===== src/rtl/dlx_pkg.sv =====
// Shared DLX definitions: the request-class code for memory writes, the
// store size codes carried on aluoperation, and the store-unit FSM state
// encoding.
package dlx_pkg;

    // Request class on aluopselect that marks a store.
    localparam logic [2:0] MEM_WRITE = 3'b100;

    // Store size codes carried on aluoperation.
    localparam logic [2:0] STOREBYTE = 3'b000;
    localparam logic [2:0] STOREHALF = 3'b001;
    localparam logic [2:0] STOREWORD = 3'b011;

    // Store unit FSM states.
    typedef enum logic [1:0] {
        IDLE = 2'b00,
        REQ  = 2'b01,
        DONE = 2'b10,
        ERR  = 2'b11
    } store_state_e;

endpackage


===== src/rtl/dlx_store_lane_align.sv =====
// Byte-lane formatter for DLX stores (little-endian). This block is purely
// combinational. It replicates the source data across the lanes and builds
// the byte enables from the low address bits. It also word-aligns the
// address and reports whether the size/address pair may be issued.
//
// Optional macro DLX_STORE_ALIGN_CHECK_EN makes the block flag misaligned
// halfword and word stores as illegal. When the macro is not defined, the
// low address bits below the access size are ignored.
module dlx_store_lane_align
    import dlx_pkg::*;
#(
    parameter int ADDR_WIDTH = 32
) (
    input  logic [2:0]            size,
    input  logic [ADDR_WIDTH-1:0] addr,
    input  logic [31:0]           data,
    output logic [ADDR_WIDTH-1:0] word_addr,
    output logic [31:0]           wdata,
    output logic [3:0]            be,
    output logic                  legal
);

`ifdef DLX_STORE_ALIGN_CHECK_EN
    localparam bit ALIGN_CHECK = 1'b1;
`else
    localparam bit ALIGN_CHECK = 1'b0;
`endif

    assign word_addr = {addr[ADDR_WIDTH-1:2], 2'b00};

    // Select lane replication and byte enables for the requested store size.
    always_comb begin
        // NOTE: every output gets a default first so no path can infer a latch.
        wdata = '0;
        be    = '0;
        legal = 1'b0;
        case (size)
            STOREBYTE: begin
                wdata = {4{data[7:0]}};
                be    = 4'b0001 << addr[1:0];
                legal = 1'b1;
            end
            STOREHALF: begin
                wdata = {2{data[15:0]}};
                be    = addr[1] ? 4'b1100 : 4'b0011;
                legal = !(ALIGN_CHECK && addr[0]);
            end
            STOREWORD: begin
                wdata = data;
                be    = 4'b1111;
                legal = !(ALIGN_CHECK && (addr[1:0] != 2'b00));
            end
            default: begin
                // An undefined size is never issued to memory.
                legal = 1'b0;
            end
        endcase
    end

endmodule


===== src/rtl/dlx_store_unit.sv =====
// DLX store unit. The unit accepts one store at a time and formats it onto
// the byte lanes. It then holds a data-memory write request until mem_ack
// arrives or ACK_TIMEOUT cycles pass. A one-cycle st_done or st_err pulse
// reports the outcome. Reset is synchronous and active-low.
//
// Optional macro DLX_STORE_ALIGN_CHECK_EN, which is honoured in
// dlx_store_lane_align, rejects misaligned halfword and word stores.
module dlx_store_unit
    import dlx_pkg::*;
#(
    parameter int ADDR_WIDTH  = 32,
    parameter int ACK_TIMEOUT = 16
) (
    input  logic                  clk,
    input  logic                  reset,
    input  logic                  enable,
    input  logic [2:0]            aluopselect,
    input  logic [2:0]            aluoperation,
    input  logic [ADDR_WIDTH-1:0] st_addr,
    input  logic [31:0]           st_data,
    output logic                  st_ready,
    output logic                  mem_req,
    output logic [ADDR_WIDTH-1:0] mem_addr,
    output logic [31:0]           mem_wdata,
    output logic [3:0]            mem_be,
    input  logic                  mem_ack,
    output logic                  st_done,
    output logic                  st_err
);

    localparam int               CNT_W    = $clog2(ACK_TIMEOUT + 1);
    localparam logic [CNT_W-1:0] CNT_LAST = CNT_W'(ACK_TIMEOUT - 1);

    store_state_e          state;
    logic [CNT_W-1:0]      wait_cnt;

    logic [ADDR_WIDTH-1:0] fmt_addr;
    logic [31:0]           fmt_wdata;
    logic [3:0]            fmt_be;
    logic                  fmt_legal;
    logic                  accept;

    dlx_store_lane_align #(
        .ADDR_WIDTH(ADDR_WIDTH)
    ) u_lane_align (
        .size      (aluoperation),
        .addr      (st_addr),
        .data      (st_data),
        .word_addr (fmt_addr),
        .wdata     (fmt_wdata),
        .be        (fmt_be),
        .legal     (fmt_legal)
    );

    assign st_ready = (state == IDLE);
    assign accept   = enable && (aluopselect == MEM_WRITE) && (state == IDLE);

    // Store FSM: the request, completion and error outputs are all registered here.
    always_ff @(posedge clk) begin
        // NOTE: all state and outputs use non-blocking assignments so that every flop samples pre-edge values.
        if (!reset) begin
            state     <= IDLE;
            wait_cnt  <= '0;
            mem_req   <= 1'b0;
            mem_addr  <= '0;
            mem_wdata <= '0;
            mem_be    <= '0;
            st_done   <= 1'b0;
            st_err    <= 1'b0;
        end else begin
            st_done <= 1'b0;
            st_err  <= 1'b0;
            case (state)
                IDLE: begin
                    if (accept) begin
                        if (fmt_legal) begin
                            state     <= REQ;
                            wait_cnt  <= '0;
                            mem_req   <= 1'b1;
                            mem_addr  <= fmt_addr;
                            mem_wdata <= fmt_wdata;
                            mem_be    <= fmt_be;
                        end else begin
                            state  <= ERR;
                            st_err <= 1'b1;
                        end
                    end
                end
                REQ: begin
                    // An acknowledge wins over a timeout that expires in the same cycle.
                    if (mem_ack || (wait_cnt == CNT_LAST)) begin
                        state     <= mem_ack ? DONE : ERR;
                        st_done   <= mem_ack;
                        st_err    <= !mem_ack;
                        wait_cnt  <= '0;
                        mem_req   <= 1'b0;
                        mem_addr  <= '0;
                        mem_wdata <= '0;
                        mem_be    <= '0;
                    end else begin
                        wait_cnt <= wait_cnt + 1'b1;
                    end
                end
                DONE:    state <= IDLE;
                ERR:     state <= IDLE;
                default: state <= IDLE;
            endcase
        end
    end

endmodule


===== config.mk =====
export PLATFORM = sky130hd
export DESIGN_NAME = dlx_store_unit
export DESIGN_NICKNAME = d
export VERILOG_FILES = /design/src/rtl/dlx_pkg.sv /design/src/rtl/dlx_store_lane_align.sv /design/src/rtl/dlx_store_unit.sv
export SDC_FILE = /design/constraint.sdc
export NUM_CORES = 1
export LEC_CHECK = 0
export CELL_PAD_IN_SITES_DETAIL_PLACEMENT = 0
export CELL_PAD_IN_SITES_GLOBAL_PLACEMENT = 1
export CORE_MARGIN = 5
export CORE_UTILIZATION = 33
export DETAILED_ROUTE_END_ITERATION = 6
export PLACE_DENSITY_LB_ADDON = 0.12
export SLEW_MARGIN = 20
export SYNTH_ARGS = -nofsm -noshare
export SYNTH_HDL_FRONTEND = slang
export SYNTH_SLANG_ARGS = --single-unit
export TNS_END_PERCENT = 30

===== constraint.sdc =====
create_clock -name clk -period 2.9 [get_ports clk]
set_input_delay 0.725 -clock clk [delete_from_list [all_inputs] [get_ports clk]]
set_output_delay 0.725 -clock clk [all_outputs]
set_load 0.01 [all_outputs]

==> impl_metrics.toml <==
[status]
status = "finished, final reports clean"

[yosys]
yosysTopAreaCell = "dfxtp_1"
synth_area_leaders = "dfxtp_1, nand4b_1, o2bb2ai_1, a22oi_1, o21ai_2"
yosysWarnings = 0
synth-async-reset-ratio_pct = 0
synth_edf_count = 0
yosys.area_share.simple_pct = 21.6
netlist_instances = 352
seq_area_frac_synth_pct = 44.5
synth_top_area_share_pct = 44.5
syn_avg_cell_area_um2 = 9.72
synthMuxAreaShare_pct = 2.63
synthXorXnorAreaFrac_pct = 0
synth-seq-cells = 76
synth_commonest_cells = "dfxtp_1, nand2_1, nand4b_1"
synth_top_family_by_area = "compound AO/OA/AOI/OAI gates"
synth-compound-area-share_pct = 24.2
yosysMostFrequentCell = "dfxtp_1"
synth_area_um2 = 3420
synth_top_flop_cell = "dfxtp_1"
ys_types = 41
synth_fa_ha_area_share_pct = 0.732

[detailed_routing]
drt_iter0_markers = 195
vias_per_cell = 5.06
drtAntennaViolNets = 0
totalWireLength_um = 10300
drt_pre_antenna_iters = 4
num_vias = 3162
drcViolationCount = 0
wl_per_cell_um = 16.4

[power]
internal-power_mw = 1.64
leakage_nw = 1.75
pwr-share-clk_pct = 36.8
power_mw = 2.17
p_per_area_nw_per_um2 = 423
p_comb_share_pct = 13.8
p_sw_share_pct = 24.4
p_switching_mw = 0.529
ir_drop_v = 0.000238
seqPwrFrac_pct = 49.4

[global_routing]
grt_pass1_wl_um = 16800
grt.total_usage_pct = 16.3
gr-total-overflow = 0
grt_antenna_before_repair = 0
grt_pass1_vias = 3200
grt_max_degree = 80

[setup_path]
crit_path_start_kind = "flip-flop"
slowest_delay_ns = 0.59
required_ns = 3.17
arrival_ns = 2.70
crit_top_cell = "ha_1"
cp_top_family = "compound AO/OA/AOI/OAI gates"
cp_slowest_cell = "a21oi_4"
crit_fanout = 24
crit_buf_inv = 0
critical_path_class = "flip-flop to flip-flop"
end_kind = "flip-flop"
path_cells = "ha_1, and3_1, ha_1, or4b_4, a21oi_4, o2bb2ai_1"

[cts]
clock_latency_ns = 0.34
cts-root-buf = "clkbuf_8"
cts_buffers = 9
htree_num_levels = 3
postCtsHoldBufs = 0
clock_path_buffers = 2
post_cts_buffers = 0
cts_tree = "done"
clk_pin_slew_ns = 0.08
cts_resized = 0
cts.sinks = 76

[die]
rows = 37
start_util_pct = 33.4
dieArea_um2 = 12500
chipWidth_um = 112
io_pins = 146
die_y_um = 112
core_area_um2 = 10200

[flow_run]
drv_cap = 0

[timing]
hold_ws_ns = 0.461
setup_tns_ns = 0
fin_crit_ns = 2.43
setup_violations = 0
drv_slew = 0
rsz0062_at_grt = "no"
worst_pin_slew_ns = 0.764
finalCritPeriodShare_pct = 83.8
max_slew_margin_pct = 49.1
fmax_ghz = 0.411
hold_violations = 0
clock_skew_ns = 0.00695

[finish]
drive_gt1_share_pct = 13.5
nets = 561
antenna_cells = 0
area_delta_synth_final_pct = 49.9

[placed_design]
finalWeightedCongestion = 0.751
placement.io_buffers = 143
hpwlAfterDp_um = 7190

[min_path]
hold_class = "flip-flop to flip-flop"
## cell usage in the layout (no fill, tap or decap), types with 2 or more instances in the layout
| cell | synthesis | routed |
|---|---|---|
| clkdlybuf4s50_1 | 0 | 142 |
| ha_1 | 2 | 2 |
| buf_4 | 2 | 12 |
| and3_1 | 2 | 2 |
| nand3_1 | 4 | 4 |
| nand2_1 | 42 | 42 |
| conb_1 | 1 | 2 |
| o211a_1 | 2 | 2 |
| o21ai_2 | 20 | 20 |
| dfxtp_1 | 76 | 76 |
| a22oi_1 | 25 | 25 |
| clkinv_2 | 0 | 3 |
| inv_1 | 2 | 2 |
| o21ai_0 | 24 | 24 |
| nand2b_1 | 2 | 2 |
| nand3b_1 | 2 | 2 |
| a21oi_1 | 9 | 9 |
| nor2_1 | 16 | 15 |
| mux2_2 | 8 | 8 |
| nor2b_1 | 2 | 2 |
| clkbuf_8 | 0 | 10 |
| nand4b_1 | 38 | 38 |
| nor3_1 | 2 | 2 |
| o2bb2ai_1 | 24 | 24 |
## kinds of logic after synthesis
family                     after synthesis
AOI/OAI and AO/OA                      109
adders and majority gates                2
buffers and inverters                   38
DFF                                     76
muxes                                    8
other                                    1
and+or+nand+nor                        118
## worst paths after layout
| path | from | endpoint | slack [ns] | cells past startpoint |
|---|---|---|---|---|
| max | wait_cnt[0] | mem_wdata[14] | 0.47 | 6 |
| min | mem_addr[10] | mem_addr[10] | 0.46 | 2 |
| max reg2reg | wait_cnt[0] | mem_wdata[14] | 0.47 | 6 |
| min reg2reg | mem_addr[10] | mem_addr[10] | 0.46 | 2 |
## final cells by class
cell class / count / area [um^2]
multi-input combinational: 239 / 1700
clock buffer: 10 / 138
inverter: 3 / 11.3
clock inverter: 5 / 52.6
tap: 136 / 170
timing repair buffer: 156 / 1540
fill: 982 / 5100
sequential: 76 / 1520
## stage by stage
stage	setup slack (ns)	instances	utilization, %	area (um^2)
final	0.469	625	50.1	5130
after global routing	0.339	625	50.1	5130
after CTS	0.474	625	50.1	5120
after detailed placement	0.256	610	48.2	4930
after global placement	0.310	610	48.2	4930
after floorplan	0.852	353	-	3420
## flip-flops by register name (all words and copies together) (netlist names)
register,cells
mem_wdata,32
state,2
st_done,1
wait_cnt,5
mem_req,1
st_err,1
mem_addr,30
mem_be,4
## power by group through the flow
stage               clock [mW]  combinational [mW]  sequential (mW)
floorplan                    0               0.124             1.10
global placement             0               0.299             1.09
detailed placement           0               0.299             1.09
CTS                      0.823               0.300             1.07
global route             0.868               0.323             1.07
finish                   0.798               0.299             1.07
## per-layer routing
metal	GRT usage [%]	wire [um]
met4	3.73	102
met1	21.7	4800
met5	0	0
met2	24.8	4510
met3	6.25	866
## tightest hold or removal path, cell delays in order (launching register included)
cell	delay (ns)
dfxtp_1	0.31
nand2_1	0.06
o21ai_2	0.05
(Power assumes the default switching activity.)
